`src/rtl/cascaded_digit_counter.sv`:
```
// ============================================================================
// cascaded_digit_counter
//   Multi-digit radix-N up/down counter with wrap/saturate/limit/hold modes,
//   synchronous load and chainable carry.                 Revision: 1.0
// ============================================================================
`default_nettype none

module cascaded_digit_counter #(
  parameter int DIGITS  = 2,
  parameter int DIGIT_W = 4,
  parameter int RADIX   = 10
) (
  input  logic                      clk,
  input  logic                      reset,
  input  logic                      inc,
  input  logic                      carry_in,
  input  logic                      up_down_sel,
  input  logic [1:0]                mode,
  input  logic [DIGITS*DIGIT_W-1:0] limit,
  input  logic                      load,
  input  logic [DIGITS*DIGIT_W-1:0] load_val,
  output logic [DIGITS*DIGIT_W-1:0] cnt_out,
  output logic                      carry_out,
  output logic                      at_limit
);

  localparam int               W           = DIGITS * DIGIT_W;
  localparam logic [DIGIT_W-1:0] C_DMAX    = DIGIT_W'(RADIX - 1);
  localparam logic [DIGIT_W-1:0] C_ONE     = DIGIT_W'(1);
  localparam logic [1:0]       C_MODE_WRAP = 2'b00;
  localparam logic [1:0]       C_MODE_LIM  = 2'b10;
  localparam logic [1:0]       C_MODE_HOLD = 2'b11;

  logic [W-1:0] r_cnt;
  logic         r_carry;
  logic [W-1:0] w_lim_c;
  logic [W-1:0] w_load_c;
  logic [W-1:0] w_all_max;
  logic [W-1:0] w_top;
  logic [W-1:0] w_cnt_inc;
  logic [W-1:0] w_cnt_dec;
  logic         w_inc_cy;
  logic         w_dec_bw;
  logic         w_step;
  logic         w_at_limit;

  // Out-of-range digits saturate to RADIX-1 so stored digits stay legal.
  for (genvar d = 0; d < DIGITS; d++) begin : g_clamp
    assign w_lim_c[d*DIGIT_W +: DIGIT_W]  = (limit[d*DIGIT_W +: DIGIT_W] > C_DMAX) ?
                                            C_DMAX : limit[d*DIGIT_W +: DIGIT_W];
    assign w_load_c[d*DIGIT_W +: DIGIT_W] = (load_val[d*DIGIT_W +: DIGIT_W] > C_DMAX) ?
                                            C_DMAX : load_val[d*DIGIT_W +: DIGIT_W];
    assign w_all_max[d*DIGIT_W +: DIGIT_W] = C_DMAX;
  end

  assign w_top      = (mode == C_MODE_LIM) ? w_lim_c : w_all_max;
  assign w_step     = inc | carry_in;
  assign w_at_limit = up_down_sel ? (r_cnt == '0) : (r_cnt == w_top);

  always_comb begin
    w_cnt_inc = r_cnt;
    w_inc_cy  = 1'b1;
    for (int d = 0; d < DIGITS; d++) begin
      if (w_inc_cy) begin
        if (r_cnt[d*DIGIT_W +: DIGIT_W] == C_DMAX) begin
          w_cnt_inc[d*DIGIT_W +: DIGIT_W] = '0;
        end else begin
          w_cnt_inc[d*DIGIT_W +: DIGIT_W] = r_cnt[d*DIGIT_W +: DIGIT_W] + C_ONE;
          w_inc_cy = 1'b0;
        end
      end
    end
  end

  always_comb begin
    w_cnt_dec = r_cnt;
    w_dec_bw  = 1'b1;
    for (int d = 0; d < DIGITS; d++) begin
      if (w_dec_bw) begin
        if (r_cnt[d*DIGIT_W +: DIGIT_W] == '0) begin
          w_cnt_dec[d*DIGIT_W +: DIGIT_W] = C_DMAX;
        end else begin
          w_cnt_dec[d*DIGIT_W +: DIGIT_W] = r_cnt[d*DIGIT_W +: DIGIT_W] - C_ONE;
          w_dec_bw = 1'b0;
        end
      end
    end
  end

  // Wrapping at TOP/0 in wrap mode falls out of the digit chains directly.
  always_ff @(posedge clk or negedge reset) begin
    if (!reset) begin
      r_cnt   <= '0;
      r_carry <= 1'b0;
    end else if (load) begin
      r_cnt   <= ((mode == C_MODE_LIM) && (w_load_c > w_lim_c)) ? w_lim_c : w_load_c;
      r_carry <= 1'b0;
    end else if ((mode == C_MODE_LIM) && (r_cnt > w_lim_c)) begin
      r_cnt   <= w_lim_c;
      r_carry <= 1'b0;
    end else if (w_step && (mode != C_MODE_HOLD)) begin
      if (w_at_limit) begin
        if (mode == C_MODE_WRAP) begin
          r_cnt   <= up_down_sel ? w_cnt_dec : w_cnt_inc;
          r_carry <= 1'b1;
        end else begin
          r_carry <= 1'b0;
        end
      end else begin
        r_cnt   <= up_down_sel ? w_cnt_dec : w_cnt_inc;
        r_carry <= 1'b0;
      end
    end else begin
      r_carry <= 1'b0;
    end
  end

  assign cnt_out   = r_cnt;
  assign carry_out = r_carry;
  assign at_limit  = w_at_limit;

endmodule

`default_nettype wire

```
`config.mk`:
```
export PLATFORM = sky130hd
export DESIGN_NAME = cascaded_digit_counter
export DESIGN_NICKNAME = d
export VERILOG_FILES = /design/src/rtl/cascaded_digit_counter.sv
export SDC_FILE = /design/constraint.sdc
export NUM_CORES = 1
export LEC_CHECK = 0
export CAP_MARGIN = 20
export CORE_MARGIN = 1
export CORE_UTILIZATION = 56
export DETAILED_ROUTE_END_ITERATION = 12
export GPL_TIMING_DRIVEN = 0
export PLACE_DENSITY = 0.88
export SYNTH_ARGS = -nofsm -noshare
export SYNTH_HDL_FRONTEND = slang
export SYNTH_SLANG_ARGS = --single-unit
```
`constraint.sdc`:
```
create_clock -name clk -period 4.9 [get_ports clk]
set_input_delay 0.735 -clock clk [delete_from_list [all_inputs] [get_ports clk]]
set_output_delay 0.735 -clock clk [all_outputs]
set_load 0.01 [all_outputs]
```
# After elaboration in Yosys (flattened, before gate mapping)
# Cells that the tools add are included.
[totals]
reg_bits = 9
mem_bits_ro = 0
wordCells = 54
ramBits = 0
input_bits = 24
output_inout_bits = 10
memories = 0
latchBits = 0
[op_classes]
mux = 26
n_eq_ne = 6
add_sub_neg = 4
bitwise_logic = 1
multipliers = 0
shift = 0
n_reduce_logical = 9
div_mod_pow = 0
n_lt_le_gt_ge = 6
[ops]
columns = ["operator", "count"]
rows = [
  ["2-to-1 mux 8 bit", 8],
  ["2-to-1 mux 4 bit", 10],
  ["greater-than comparator 4 bit (second input constant)", 4],
  ["greater-than comparator 8 bit", 2],
  ["adder 4 x 1 -> 4 bit (second input constant)", 2],
  ["== test 4 bit (second input constant)", 2],
  ["== test 8 bit", 1],
  ["logical NOT 4 bit", 2],
  ["logical NOT 8 bit", 1],
  ["2-to-1 mux 1 bit", 8],
  ["subtractor 4 x 1 -> 4 bit (second input constant)", 2],
  ["!= test 4 x 2 -> 1 bit (second input constant)", 1],
  ["logical AND 1 bit", 3],
  ["nonzero test 3 bit", 1],
  ["== test 2 bit (second input constant)", 1],
  ["logical NOT 2 bit", 1],
  ["!= test 2 bit (second input constant)", 1],
  ["AND reduction 2 bit", 1],
  ["bitwise OR 1 bit", 1],
]

# Logic depth before layout (Yosys ltp)
# Gate-level depths: netlist (run 1).
[depth]
depth_word = 9
ltp_mapped = 13
ltp_nobuf = 12

# Worst setup path after synthesis (run 1)
# OpenSTA, ideal clock, no wires.
[synth_timing]
path_type = "input to register"
from = "in limit[5]"
to = "reg r_cnt[1] (netlist: cnt_out[1])"
setup_ns = 0.128
setup_slack_ns = 2.058
required_ns = 4.772
arrival_ns = 2.714
cell_stages = 10
n_path_buf = 0
cell_sequence = "nor2b_1 -> inv_2 -> ha_1 -> a21o_1 -> a21o_1 -> a21oi_1 -> a21oi_1 -> nor2_1 -> nand3_1 -> mux2_1"
[synth_between]
elab_chain_cells = 9
elab_cells_between_ends = 17
cone_classes = "order compare: 3; eq/ne: 2; mux: 8; reduce/logical: 4"
[synth_rtl]
columns = ["item", "line", "text"]
rows = [
  ["start, declared", "19", "input logic [DIGITS*DIGIT_W-1:0] limit,"],
  ["greater-than comparator 4 bit", "49", "assign w_lim_c[d*DIGIT_W +: DIGIT_W] = (limit[d*DIGIT_W +: DIGIT_W] > C_DMAX) ?"],
  ["2-to-1 mux 4 bit *", "49", ""],
  ["2-to-1 mux 8 bit", "56", "assign w_top = (mode == C_MODE_LIM) ? w_lim_c : w_all_max;"],
  ["== test 8 bit", "58", "assign w_at_limit = up_down_sel ? (r_cnt == '0) : (r_cnt == w_top);"],
  ["2-to-1 mux 1 bit", "58", ""],
  ["2-to-1 mux 8 bit", "102", "if (w_at_limit) begin"],
  ["2-to-1 mux 8 bit", "101", "end else if (w_step && (mode != C_MODE_HOLD)) begin"],
  ["2-to-1 mux 8 bit", "98", "end else if ((mode == C_MODE_LIM) && (r_cnt > w_lim_c)) begin"],
  ["2-to-1 mux 8 bit", "95", "end else if (load) begin"],
  ["end signal, assigned", "96", "r_cnt <= ((mode == C_MODE_LIM) && (w_load_c > w_lim_c)) ? w_lim_c : w_load_c;"],
  ["end signal, assigned", "99", "r_cnt <= w_lim_c;"],
  ["end signal, assigned", "104", "r_cnt <= up_down_sel ? w_cnt_dec : w_cnt_inc;"],
  ["end, declared", "34", "logic [W-1:0] r_cnt;"],
]
# Mark *: on every way between the ends. The rest lies on a longest branch, timed or not. The select of a mux whose other input is x is not followed.
# A chain may end at the register's enable or synchronous reset.

# Worst setup path in the final report (run 1)
[layout_timing]
from = "in limit[3]"
to = "out at_limit"
[layout_between]
elab_chain_cells = 5
[layout_rtl]
columns = ["item", "line", "text"]
rows = [
  ["greater-than comparator 4 bit", "49", ""],
  ["2-to-1 mux 4 bit *", "49", ""],
  ["2-to-1 mux 8 bit *", "56", ""],
  ["== test 8 bit *", "58", ""],
  ["2-to-1 mux 1 bit *", "58", ""],
  ["end, declared", "24", "output logic at_limit"],
]
# Mark *: on every way between the ends. The rest lies on a longest branch, timed or not.

==> reports/metrics.cfg, run 1 <==
[outcome]
status = finished, final reports clean

[synthesis]
syn_area_um2 = 1610
synthCells = 225
synth_top_area_share_pct = 14.0
ys_seq_area_share_pct = 14.0
ys_types = 45
syn_avg_cell_area_um2 = 7.15
synthArstFlopShare_pct = 100
synth_ff_type = dfrtp_1
syn-num-nets = 265
yosysWarnings = 0
yosysTopAreaCell = dfrtp_1
synth_area_leaders = dfrtp_1 (14%), ha_1 (12%), a21oi_1 (5.3%)
ys_ff_latch = 9
synth_edf_count = 0

[layout]
synthToLayoutAreaGrowth_pct = 24.0
layout-drive-gt1-share_pct = 6.90
utilization_pct = 72.9
antenna_cells = 0
final_nets = 302
final_cells = 292

[cts]
tritoncts = yes
clockBufferDepth = 2
clkLatencyLatePin_ps = 270
cts_root_buffer = clkbuf_4
clkTransAtPathRegs_ps = 70
cts_setup_buffers = 0
cts.sinks = 9
htreeDepth = 1
cts_buffers = 3
holdBufCountCts = 0
ctsResizeCount = 0

[floorplan]
io_pins = 34
coreArea_um2 = 2730
die_y_um = 55.6
die_w_um = 55.6
rows = 19
start_util_pct = 58.8
die-area_um2 = 3090

[place]
gp_congestion = 0.830
dp_hpwl_mm = 3.40
portBuffers = 32
placedCellCount = 288

[detailed_routing]
num_vias = 1749
vias_per_cell = 5.99
drcViolationCount = 0
drtIter0Drc = 91
routed_wl_mm = 4.37
dr.pass1.iters = 5
ant_nets = 0
routedWlPerCell_um = 14.9

[grt]
grt_use_total_pct = 29.4
use_met1_pct = 38.6
grt_max_degree = 11
grt_pass1_vias = 1650
antenna_found_initial = 0
use_met2_pct = 50.1
met3_usage_pct = 6.51
grt_pass1_wl_mm = 7.34
grt_overflow = 0
busiest_layer = met2

[setup_path]
crit_arrival_ps = 3120
path_class = primary input to output port
crit_buf_inv = 3
cp_top_family = buffers and inverters
cp_cell_sequence = clkdlybuf4s50_1, nor2b_1, inv_2, xnor2_1, o41ai_1, o221ai_2, o21bai_1, clkdlybuf4s50_1
crit_slowest_cell = clkdlybuf4s50_1
cp-end-kind = output port
worstSetupStartpointType = primary input
path_max_fanout = 8
required_ps = 4160
path_common_cell = clkdlybuf4s50_1
slowest_delay_ps = 560

[timing]
fin_hold_ws_ps = 732
setup_viol_count_final = 0
skew_ps = 0.532
setup_tns_ps = 0
slew-limit-headroom_pct = 63.8
layout_min_cycle_time_ps = 3850
slew_viol_final = 0
worstMarginPinSlew_ps = 543
fmax_mhz = 260
rsz0062_at_grt = false
finalCritPeriodShare_pct = 78.6
hold_viol = 0

[worst_hold_path]
hold_path_class = flip-flop to flip-flop

[pwr]
power.density_nw_per_um2 = 340
p_leak_uw = 0.000843
max-vdd-ir-drop_mv = 0.293

[run]
maxCapViolCount = 0

where the power goes:
part | switching (µW) | internal, µW | total, µW
sequential | 31.6 | 98.8 | 130
combinational | 258 | 228 | 486
clock | 30.8 | 31.6 | 62.4
synthesized netlist by cell type (all sizes together), types with 2 or more instances:
cell,number
a22oi,2
xor2,4
and3,2
nor3b,3
nor3,10
a21oi,19
or4,2
nor4,2
dfrtp,9
nand2,22
buf,4
xnor2,4
or3,2
a21o,7
nand4,5
nor2b,12
nand3,3
mux2i,6
o21a,2
o21ai,15
clkbuf,12
mux2,4
a211oi,6
nor2,19
a31oi,2
inv,15
o211ai,3
ha,16
nand2b,3
o311ai,2
metal layers:
layer / part of all wire, % / up-vias
met1: 46 / 800
met2: 48 / 57
met5: 0 / -
met4: 0.99 / 0
met3: 4.8 / 6
li1: - / 886
worst register-to-register path, delay by kind of cell (launching register included):
kind / cells / cell delay, ps
adders and majority gates: 1 / 250
and+or+nand+nor: 1 / 100
AOI/OAI and AO/OA: 5 / 1040
buffers and inverters: 3 / 970
muxes: 1 / 160
DFF: 1 / 350
path summary, 6_finish.rpt:
kind | slack [ps] | end | cells after the start | from
worst max-delay path | 1050 | at_limit | 8 | limit[3]
worst min-delay path | 730 | cnt_out[7] | 1 | cnt_out[7]
worst max register to register | 1970 | cnt_out[1] | 11 | cnt_out[0]
worst min register to register | 730 | cnt_out[7] | 1 | cnt_out[7]
max in group asynchronous | 3770 | cnt_out[0] | 1 | reset
min in group asynchronous | 790 | cnt_out[4] | 1 | reset
kinds of logic after synthesis:
family / after synthesis / synth area share (%)
fa+ha+maj: 16 / 12.5
flops: 9 / 14.0
mux: 10 / 7.24
xor+xnor: 8 / 4.36
compound gates: 65 / 26.6
simple gates: 86 / 27.5
buf+inv: 31 / 7.86
cell type report:
class / count / area [µm²]
fillers: 223 / 741
flip-flops and latches: 9 / 225
multi-input cells: 185 / 1260
repair buffers: 32 / 320
inverters: 15 / 56.3
plain buffers: 16 / 70.1
well taps: 31 / 38.8
clock buffers: 4 / 26.3
cell usage in the layout, fill, tap and decap left out, drive strengths merged, types with 2 or more instances in the layout:
cell type	Yosys	layout
nor2	19	19
xnor2	4	4
nand2	22	22
mux2	4	4
a211oi	6	6
and3	2	2
o21ai	15	15
clkdlybuf4s50	0	32
a21oi	19	19
nand4	5	5
nor2b	12	12
mux2i	6	6
nand3	3	3
or4	2	2
o311ai	2	2
nor3	10	10
clkbuf	12	16
ha	16	16
a31oi	2	2
buf	4	4
xor2	4	4
nor3b	3	3
nand2b	3	3
dfrtp	9	9
o211ai	3	3
nor4	2	2
a22oi	2	2
a21o	7	7
inv	15	15
o21a	2	2
or3	2	2
state kept, by name, indices dropped and copies added, names as in the netlist:
name       cells
cnt_out        8
carry_out      1
stage by stage:
stage / worst slack, ps / power [µW] / cell area, µm²
floorplan: 2060 / 459 / 1610
global placement: 1090 / 597 / 1970
detailed placement: 1090 / 607 / 1970
CTS: 1090 / 672 / 1990
global route: 917 / 740 / 1990
finish: 1050 / 678 / 1990
(Power assumes the default switching activity.)
==> run 2, diff against run 1 <==
CORE_UTILIZATION = 52   (was 56)
PLACE_DENSITY = 0.82   (was 0.88)
clock period = 3.93 ns   (was 4.9 ns; I/O delays follow)
==> run 2 against run 1 <==
Against the previous run:
- the flow now finishes with violations (DRC)
- worst hold slack lost 100 ps
- utilization down 3.0 points
- global-route usage down 1.4 points
- design area did not move
- critical path depth is the same
==> reports/metrics.cfg, run 2 (synthesis gave the netlist of run 1 again) <==
[outcome]
status = finished, violations left
violations = DRC

[layout]
synthToLayoutAreaGrowth_pct = 24.0
final_nets = 302
largest_reg_flops = 8
antenna_cells = 0
final_common_cell = clkdlybuf4s50_1
layout-drive-gt1-share_pct = 6.90
layout_common_cells = clkdlybuf4s50_1 (32), nand2_1 (22), nor2_1 (19)

[setup_path]
crit_arrival_ps = 2970
path_common_cell = clkdlybuf4s50_1
required_ps = 3340
cp-endpoint = at_limit
timing.rr.end = cnt_out[7]
r2r-start = cnt_out[0]
crit_buf_inv = 3
slowest_delay_ps = 570
path_max_fanout = 8
worstSetupStartpointType = primary input
r2r_setup_slack_ps = 1020
cp_cell_sequence = clkdlybuf4s50_1, nor2b_1, inv_2, xnor2_1, o41ai_1, o221ai_2, o21bai_1, clkdlybuf4s50_1
cp-end-kind = output port
crit_slowest_cell = clkdlybuf4s50_1
cp_top_family = buffers and inverters
worst-path-stages = 8
path_class = primary input to output port
rr_worst_depth = 11
startpoint = limit[3]

[cts]
htreeDepth = 1
clkLatencyLatePin_ps = 270
cts_buffers = 3
holdBufCountCts = 0
cts.sinks = 9
tritoncts = yes
clockBufferDepth = 2
cts_setup_buffers = 0
cts_root_buffer = clkbuf_4
ctsResizeCount = 0
clkTransAtPathRegs_ps = 60

[floorplan]
rows = 19
io_pins = 34
die_w_um = 57.6
die-area_um2 = 3320
die_y_um = 57.6
start_util_pct = 56.4
coreArea_um2 = 2850

[timing]
setup_viol_count_final = 0
finalCritPeriodShare_pct = 90.6
layout_min_cycle_time_ps = 3560
setup_tns_ps = 0
slew_viol_final = 0
rsz0062_at_grt = false
skew_ps = 4.18
fmax_mhz = 281
hold_viol = 0
slew-limit-headroom_pct = 63.3
worstMarginPinSlew_ps = 550

[run]
maxCapViolCount = 0

[grt]
grt_pass1_vias = 1632
antenna_found_initial = 0
met3_usage_pct = 5.22
use_met2_pct = 47.3
use_met1_pct = 36.8
grt_pass1_wl_mm = 7.27
busiest_layer = met2
grt_overflow = 0
grt_use_total_pct = 28.0
grt_max_degree = 11

[detailed_routing]
ant_nets = 0
routed_wl_mm = 4.28
vias_per_cell = 5.87
drtIter0Drc = 102
num_vias = 1714
routedWlPerCell_um = 14.7
drcViolationCount = 2
dr.pass1.iters = 8

[worst_hold_path]
hold_path_class = primary input to asynchronous set/reset pin

[place]
dp_hpwl_mm = 3.37
gp_congestion = 0.863
portBuffers = 32

[pwr]
max-vdd-ir-drop_mv = 0.259
power.density_nw_per_um2 = 423
finalPower_uw = 843
p_leak_uw = 0.000843

## run 2: cell counts in the layout (fill, tap and decap cells not counted)
Identical to the previous run, type by type.
## run 2: how the worst min path moves through the flow
stage / startpoint / end / slack (ps) / cells past startpoint
final: reset / cnt_out[7] / 630 / 1
after global placement: cnt_out[7] / cnt_out[7] / 720 / 1
after global routing: reset / cnt_out[7] / 670 / 1
after detailed placement: cnt_out[7] / cnt_out[7] / 720 / 1
after floorplan: reset / carry_out / 290 / 0
after CTS: reset / cnt_out[6] / 650 / 1
## run 2: report_power, final
group          total (µW)  internal, µW  switching, µW
Sequential            162           123           38.6
Clock                72.8          39.2           33.6
Combinational         608           284            324
## run 2: area by class of cell
cell class	instances	area, µm²
well taps	31	38.8
multi-input cells	185	1260
clock buffers	4	26.3
repair buffers	32	320
flip-flops and latches	9	225
fillers	261	860
plain buffers	16	70.1
inverters	15	56.3
## run 2: per-layer routing
layer / part of all wire [%] / vias up
met5: 0 / -
met4: 1.5 / 0
met3: 5.7 / 10
met2: 44 / 58
met1: 48 / 762
li1: - / 884
## run 2: per-stage QoR
stage | instances | util, % | setup WS [ps] | cell area, µm² | hold slack (ps)
detailed placement | 288 | 68.9 | 321 | 1970 | 723
global placement | 288 | 68.9 | 316 | 1970 | 716
finish | 292 | 69.9 | 368 | 1990 | 632
floorplan | 225 | - | 1230 | 1610 | 294
global route | 292 | 69.9 | 265 | 1990 | 673
CTS | 292 | 69.9 | 385 | 1990 | 645
